<file path="config.mk">
export PLATFORM = sky130hd
export DESIGN_NAME = serout_control
export DESIGN_NICKNAME = d
export VERILOG_FILES = /design/src/rtl/serout_control.sv
export SDC_FILE = /design/constraint.sdc
export NUM_CORES = 1
export LEC_CHECK = 0
export CORE_AREA = 4 4 42 44
export DETAILED_ROUTE_END_ITERATION = 16
export DIE_AREA = 0 0 46 48
export PLACE_DENSITY = 0.67
export SLEW_MARGIN = 5
export SYNTH_ARGS = -nofsm -noshare
export SYNTH_HDL_FRONTEND = slang
export SYNTH_SLANG_ARGS = --single-unit
</file>
<file path="constraint.sdc">
create_clock -name clk -period 2.65 [get_ports clk]
set_input_delay 0.795 -clock clk [delete_from_list [all_inputs] [get_ports clk]]
set_output_delay 0.795 -clock clk [all_outputs]
set_load 0.01 [all_outputs]
</file>
<file path="src/rtl/serout_control.sv">
// Serial-output sequencer for the POKEY SEROUT path: tracks the holding register,
// counts bit periods and issues registered load/shift strobes to the shifter.
module serout_control #(
    parameter int BITS_PER_FRAME = 10
) (
    input  logic clk,
    input  logic rst_n,
    input  logic bit_tick,
    input  logic wr_serout,
    input  logic sk_reset,
    output logic load,
    output logic shift,
    output logic seror_pulse,
    output logic seroc,
    output logic busy,
    output logic hold_full
);

    // state    | meaning
    // IDLE     | no frame in progress, waiting for a tick with a byte pending
    // SHIFTING | frame active, bit_cnt_q counts shifts done (0..LAST_CNT)
    typedef enum logic [0:0] {
        IDLE     = 1'b0,
        SHIFTING = 1'b1
    } state_t;

    localparam logic [3:0] LAST_CNT = 4'(BITS_PER_FRAME - 1);

    state_t     state_q;
    logic [3:0] bit_cnt_q;
    logic       load_q;
    logic       shift_q;
    logic       seror_q;
    logic       seroc_q;
    logic       busy_q;
    logic       hold_full_q;

    always_ff @(posedge clk) begin
        if (!rst_n || sk_reset) begin
            state_q     <= IDLE;
            bit_cnt_q   <= 4'd0;
            load_q      <= 1'b0;
            shift_q     <= 1'b0;
            seror_q     <= 1'b0;
            seroc_q     <= 1'b0;
            busy_q      <= 1'b0;
            hold_full_q <= 1'b0;
        end else begin
            load_q  <= 1'b0;
            shift_q <= 1'b0;
            seror_q <= 1'b0;
            if (wr_serout) begin
                hold_full_q <= 1'b1;
                seroc_q     <= 1'b0;
            end
            if (bit_tick) begin
                unique case (state_q)
                    IDLE: begin
                        if (hold_full_q) begin
                            load_q      <= 1'b1;
                            seror_q     <= 1'b1;
                            // a coincident write refills the register just emptied
                            hold_full_q <= wr_serout;
                            bit_cnt_q   <= 4'd0;
                            busy_q      <= 1'b1;
                            state_q     <= SHIFTING;
                        end
                    end
                    SHIFTING: begin
                        if (bit_cnt_q < LAST_CNT) begin
                            shift_q   <= 1'b1;
                            bit_cnt_q <= bit_cnt_q + 4'd1;
                        end else if (hold_full_q) begin
                            load_q      <= 1'b1;
                            seror_q     <= 1'b1;
                            hold_full_q <= wr_serout;
                            bit_cnt_q   <= 4'd0;
                        end else begin
                            state_q <= IDLE;
                            busy_q  <= 1'b0;
                            if (!wr_serout) begin
                                seroc_q <= 1'b1;
                            end
                        end
                    end
                    default: state_q <= IDLE;
                endcase
            end
        end
    end

    assign load        = load_q;
    assign shift       = shift_q;
    assign seror_pulse = seror_q;
    assign seroc       = seroc_q;
    assign busy        = busy_q;
    assign hold_full   = hold_full_q;

endmodule

</file>
-- Word level (Yosys, flattened, before mapping)
Index checks and enable logic that the tools add are counted.
- register bits after elaboration: 10
- input bits: 5
- output and inout bits: 6
- word-level logic and storage cells: 43
- add/sub/neg operators: 1
- magnitude comparators: 1
- equality and inequality tests: 3
- multiplexer cells: 24
- bitwise operators: 2
- reduce and logical (&&, ||, !) cells: 5
- operators with widths (operator ; count):
    $mux 1 ; 17
    $mux 4 ; 2
    $pmux 1 s2 ; 4
    $pmux 4 s2 ; 1
    $ne 2x2->1 const B ; 3
    $add 4x1->4 const B ; 1
    $lt 4x4->1 const B ; 1
    $reduce_and 4->1 ; 1
    $reduce_or 3->1 ; 1
    $not 1->1 ; 2
    $reduce_or 2->1 ; 1
    $logic_not 1->1 ; 1
    $logic_or 1x1->1 ; 1

-- Longest topological paths before layout
Gate-level depths: netlist (run 1).
- depth after elaboration: 6
- gate-level depth with buffers: 5
- gate-level depth less buffers: 5

-- Worst setup path after synthesis (run 1)
OpenSTA, ideal clock, no wires.
- path kind: input port to flip-flop
- from: input port rst_n
- to: register bit_cnt_q[2]
- library setup time: 0.092 ns
- arrival time: 1.301 ns
- data required time: 2.558 ns
- setup slack: 1.257 ns
- stages on the path: 3
- buffers on the path: 0
- path through: nor2b_1 -> nand2_1 -> o32ai_1
- cells in the longest elaborated chain, start to end: 2
- RTL lines (what ; RTL line ; RTL):
    from (decl) ; 7 ; input logic rst_n,
    $logic_not 1->1 ; 39 ; if (!rst_n || sk_reset) begin
    $logic_or 1x1->1 ; 39 ;
    to (signal assigned) ; 72 ; bit_cnt_q <= bit_cnt_q + 4'd1;
    to (decl) ; 30 ; logic [3:0] bit_cnt_q;
Every way passes these cells.
A chain may end at the register's enable or synchronous reset.

-- Worst setup path in the final report (run 1)
- from: register hold_full_q (netlist: hold_full)
- to: output port hold_full
- RTL lines (what ; RTL line ; RTL):
    from (decl) ; 36 ; logic hold_full_q;
    from (signal assigned) ; 63 ; hold_full_q <= wr_serout;
    from (signal assigned) ; 76 ; hold_full_q <= wr_serout;
    to (decl) ; 16 ; output logic hold_full
No word-level cell between the ends.

==> results of run 1 <==
[cells by family after synthesis]
family	count (synthesis)
compound gates	19
simple gates	17
flops	10
buf+inv	8
fa+ha+maj	2
mux	1
[synthesized netlist by cell type]
cell / count
o32ai_1: 2
nor3b_2: 1
o21ai_0: 1
buf_2: 1
o41ai_2: 1
o21ai_2: 1
a21oi_1: 4
a31oi_1: 1
mux2i_1: 1
nor2b_1: 3
ha_1: 2
and2_4: 1
o21ai_1: 2
a41oi_1: 2
buf_4: 1
nor2_1: 2
or2b_1: 1
nor2b_4: 1
o22ai_1: 1
a211oi_2: 1
nand2b_1: 2
inv_1: 5
nor3_1: 2
a211oi_1: 3
nand2_1: 4
inv_2: 1
dfxtp_1: 10
[power by group through the flow]
stage,combinational [uW],clock (uW),sequential [uW]
after global routing,23.1,119,154
after detailed placement,21.4,0,157
after CTS,21.5,107,154
final,21.4,103,154
after global placement,21.2,0,157
after floorplan,9.70,0,157
[worst max-delay path by stage]
stage                         start           end  slack, ns  depth (start not counted)
after global routing      hold_full     hold_full       0.45                          1
final                     hold_full     hold_full       0.51                          1
after detailed placement   bit_tick          busy       0.55                          4
after floorplan               rst_n  bit_cnt_q[2]       1.26                          3
after CTS                 hold_full     hold_full       0.51                          1
after global placement     bit_tick          busy       0.58                          4
[per-layer routing]
metal  global-route usage (%)  routed length [um]  up-vias  part of all wire [%]
met1                     12.1                 521      208                    47
met2                     16.8                 534        9                    48
met3                     4.51                  40        2                   3.6
met4                     6.82                  19        0                   1.7
met5                        0                   0        -                     0
li1                         -                   -      234                     -
[layout make-up]
class / count / area share (%)
clock buffers: 3 / 3.47
inverters: 6 / 3.47
multi-input cells: 39 / 43.7
flip-flops and latches: 10 / 30.8
well taps: 16 / 3.08
repair buffers: 10 / 15.4
[registers in the layout, summed over array words and instances (netlist names)]
| name | count |
|---|---|
| shift | 1 |
| hold_full | 1 |
| seror_pulse | 1 |
| busy | 1 |
| bit_cnt_q | 4 |
| state_q | 1 |
| seroc | 1 |
[metrics by stage]
step | power (uW) | hold WS [ns] | area, um^2 | utilization (%)
2_1_floorplan | 167 | 0.493 | 519 | -
3_3_place_gp | 178 | 0.482 | 627 | 43.6
3_5_place_dp | 178 | 0.484 | 627 | 43.6
4_1_cts | 282 | 0.496 | 649 | 45.2
5_1_grt | 296 | 0.511 | 649 | 45.2
6_report | 278 | 0.489 | 649 | 45.2
==> impl_results.md, run 1 <==
- Status: complete, no violations
- # DRC: 0
- Critical-path cell list: clkdlybuf4s50_1
- Worst-Skew Late Latency: 0.26 ns
- Yosys top cell area share: about two fifths
- Clock transition at path regs: ~0.060 ns
- Simple-gate share of the synthesized area: between 20% and 30%
- Total track usage: between 10 and 15%
- Final setup margin: just over 0.5 ns
- Fmax: about 470 MHz
- TritonCTS clock tree: yes
- Core area: approximately 1400 um^2
- CP delay by family, top: buffers and inverters
- Flop2flop setup slack: about 1.4 ns
- Final-report hold violation count: 0
- Die height: 48 um
- Worst Hold Endpoint: busy
- Sequential fraction of design power: 55.4%
- Commonest non-fill, non-tap cells in the layout: dfxtp_1 (10), clkdlybuf4s50_1 (10), inv_1 (5)
- Final GP Congestion: between 0.8 and 0.9
- Worst-Margin Slew: 0.364 ns
- CTS resizes: 0
- Crit. End Element: output port
- Main combinational cell family by area after synthesis: compound AO/OA/AOI/OAI gates
- Post-synthesis mux area share: under 10%
- Post-synthesis net count: between 60 and 70
- Dpl ws: 0.551 ns
- Vias in the first global route: 382
- Synth area leaders: dfxtp_1 (39%), ha_1 (4.8%), a211oi_1 (4.3%)
- Port Buffers: 10
- Critical path launch point type: flop
- Fraction of layout cells with a size suffix above 1: around 15%
- # Post-CTS Setup Buffers: 0
- Max-slew violation count: 0
- Remaining Overflow, GRT: 0
- Fill count: around 150
- Internal Power: 215 uW
- Worst R2R End: busy
- Setup TNS: 0 ns
- Final setup violation count: 0
- WP buf/inv: 1
- RSZ-0062 raised after global routing: no
- Final Non-Filler Cells: 84
- Synth unique cells: 27
- I/O pins: 11
- Detailed router's first-iteration violation count: 6
- Sw Ratio: around 23%
- Yosys reg bits: 10
- Clk buf depth: 2
- Antenna Cells: 0
- Register area: 200 um^2
- Delay of the slowest critical-path stage: 0.60 ns
- Mapped Cells: between 50 and 60
- Sequential share of the synthesized area: between 30% and 40%
- Initial Util: 36.1%
- Area of the multi-input gates: about 280 um^2
- Adder-Cell Fraction of Synth Area: under 10%
- Cts-stage hold buffer count: 0
- Final ANT Viol Nets: 0
- Total CTS buffers: 3
- Post-DP HPWL: roughly 860 um
- Hold path start: busy
- Largest net degree at the start of global routing: 9
- Yosys warns: 0
- Power Dens Cells: roughly 430 nW/um^2
- Die area: 2210 um^2
- Critical Path AT: ~1.4 ns
- Die Wd: 46 um
- Xor/xnor share of the synthesized area: 0%
- Vias: ~450
- Clk root buf: clkbuf_4
- Crit-path max FO: 8
- Final wirelength: around 1100 um
- Initial antenna violation count: 0
- Average wire per standard cell: 13.3 um
- Drt pass-1 iters: 4
- H-tree depth: 1
- Setup skew after layout: approximately 0.0047 ns
- Leakage: 0.000223 uW
- Yosys top cell by area: dfxtp_1
- Crit-path slowest cell: clkdlybuf4s50_1
- Clock share of power: about 37%
- Area grow syn2layout: 25.1%
- Row Count: 14
- Maximum VDD drop: around 0.18 mV
- CP Class: flop to output port
- CP required: 1.86 ns
- Logic pwr share: just under 8%
- Psw: between 60 and 70 uW
- HP Class: flop to flop
- Final Net Count: 77
- Synthesized area per cell: between 9 and 10 um^2
- Reg2Reg Launch Point: bit_cnt_q[0]
- Vias/cell: 5.39
- First-pass GRT wire length: roughly 1600 um
- Syn Std Cell Area: around 520 um^2
- Final min period: 2.14 ns
- Relative slew slack: about three quarters
- Post-synthesis compound-gate area fraction: between 20% and 30%
- Placed Instances: 81
- Cells on Worst Hold Path: 2
- Max Cap Viol: 0
- Reg2reg path depth: 5
- Clock sinks: 10
- Final period util: around four fifths
Power figures use the tool's default switching activity.
==> inputs of run 2 (changes only) <==
- PLACE_DENSITY: 0.67 -> 0.69
- clock period: 2.65 -> 1.8 ns (I/O delays scaled with it)
==> run 2 against run 1 <==
Net effect:
- clock power rose by 93%
- first-iteration DRC count rose by 17%
- global-route usage barely moved
- worst setup slack got worse by 0.43 ns
- worst hold slack improved by 0.0091 ns
- combinational power rose by 69%
- routed wire length fell by 5.1%
- power rose by 66%
- cell count rose by 3.6%
- critical path depth did not move
- final area rose by 4.4%
- critical path type unchanged
==> impl_results.md, run 2 (synthesis gave the netlist of run 1 again) <==
- Status: complete, no violations
- CP delay by family, top: buffers and inverters
- Reg2reg path depth: 5
- Max reg flops: 4
- CP Class: flop to output port
- Fin util: 47.2%
- Crit path to: busy
- Clk root buf: clkbuf_4
- CP required: about 1.3 ns
- Worst-Margin Slew: 0.386 ns
- Final setup violation count: 0
- Total track usage: 10.8%
- Relative slew slack: about three quarters
- Maximum VDD drop: ~0.27 mV
- Row Count: 14
- Final min period: roughly 1.7 ns
- Final wirelength: 1060 um
- Setup skew after layout: ~0.006 ns
- Final period util: 95.8%
- Detailed router's first-iteration violation count: 7
- Area grow syn2layout: 30.6%
- Placed cell area: around 640 um^2
- Die height: 48 um
- Remaining Overflow, GRT: 0
- Core area: around 1400 um^2
- Commonest non-fill, non-tap cells in the layout: dfxtp_1 (10), clkdlybuf4s50_1 (10), inv_1 (5)
- Crit-path max FO: 3
- Max Cap Viol: 0
- Delay of the slowest critical-path stage: between 0.5 and 0.6 ns
- RSZ-0062 raised after global routing: no
- Final-report hold violation count: 0
- Flop2flop setup slack: around 0.53 ns
- Leakage: ~0.00024 uW
- Total CTS buffers: 3
- Crit. End Element: output port
- Crit-path slowest cell: clkdlybuf4s50_1
- Fraction of layout cells with a size suffix above 1: 18.3%
- H-tree depth: 1
- Vias/cell: between 5 and 6
- Critical-path cell list: clkdlybuf4s50_1
- Fmax: between 500 and 600 MHz
- First-pass GRT wire length: about 1700 um
- Final ANT Viol Nets: 0
- WP buf/inv: 1
- Post-DP HPWL: ~850 um
- # DRC: 0
- Vias: between 400 and 500
- Clock sinks: 10
- Vias in the first global route: between 400 and 500
- Initial Util: a little over a third
- Average wire per standard cell: between 10 and 15 um
- Drt pass-1 iters: 3
- Crit path launch: busy
- Reg with most FFs: bit_cnt_q
- Cts-stage hold buffer count: 0
- Initial antenna violation count: 0
- Max-slew violation count: 0
- Clk buf depth: 2
- I/O pins: 11
- Clock transition at path regs: roughly 0.07 ns
- Post-route cell area: between 600 and 700 um^2
- Worst-Skew Late Latency: 0.26 ns
- Die area: roughly 2200 um^2
- Critical Path AT: around 1.2 ns
- Reg2Reg Launch Point: bit_cnt_q[0]
- Final Net Count: between 70 and 80
- Antenna Cells: 0
- Largest net degree at the start of global routing: 9
- CP Depth: 1
- CTS resizes: 0
- Setup TNS: 0 ns
- Power Dens Cells: 678 nW/um^2
- HP Class: flop to flop
- # Post-CTS Setup Buffers: 0
- Die Wd: between 40 and 50 um
- Worst R2R End: bit_cnt_q[0]
- Final Non-Filler Cells: between 80 and 90
- Critical path launch point type: flop
- Port Buffers: 10
- Placed Instances: 83
- Hold WS: about 0.5 ns
- Final GP Congestion: between 0.7 and 0.8
- TritonCTS clock tree: yes
[run 2: changes by cell type in the layout (fill, tap and decap cells not counted), sizes merged]
cell,before,now
clkbuf,3,4
buf,0,2
[run 2: area by class of cell]
| type | count | area, um^2 |
|---|---|---|
| clock buffer | 4 | 36.3 |
| fill | 138 | 758 |
| inverter | 6 | 22.5 |
| multi-input combinational | 39 | 284 |
| sequential | 10 | 200 |
| tap | 16 | 20.0 |
| timing repair buffer | 12 | 115 |
[run 2: power breakdown]
part	internal (uW)	total, uW	switching (uW)
registers	223	224	1.43
clock network	123	199	76.4
logic	18.5	36.2	17.7
total	364	460	95.5
[run 2: stage by stage]
stage,setup slack (ns),power [uW]
global placement,0.0382,265
CTS,0.0590,467
finish,0.0747,460
global route,0.0391,477
detailed placement,0.0130,266
floorplan,0.662,246
[run 2: per-layer routing]
layer,part of all wire (%),up-vias,global-route usage (%),routed length (um)
met4,1.8,0,8.52,19
met1,44,212,12.7,470
met3,1.7,2,1.13,18
met2,52,4,17.9,549
met5,0,-,0,0
li1,-,238,-,-
[run 2: worst min path at each step]
stage | endpoint | cells past startpoint | from
2_1_floorplan | bit_cnt_q[1] | 2 | bit_cnt_q[1]
3_3_place_gp | busy | 2 | busy
3_5_place_dp | busy | 2 | busy
4_1_cts | busy | 2 | busy
5_1_grt | busy | 2 | busy
6_report | busy | 2 | busy
[run 2: worst reg2reg max path, stage by stage, from the launching register on]
cell      delay [ns]
dfxtp_1         0.32
inv_1           0.10
ha_1            0.18
nor2b_4         0.23
o21ai_2         0.09
a211oi_1        0.26
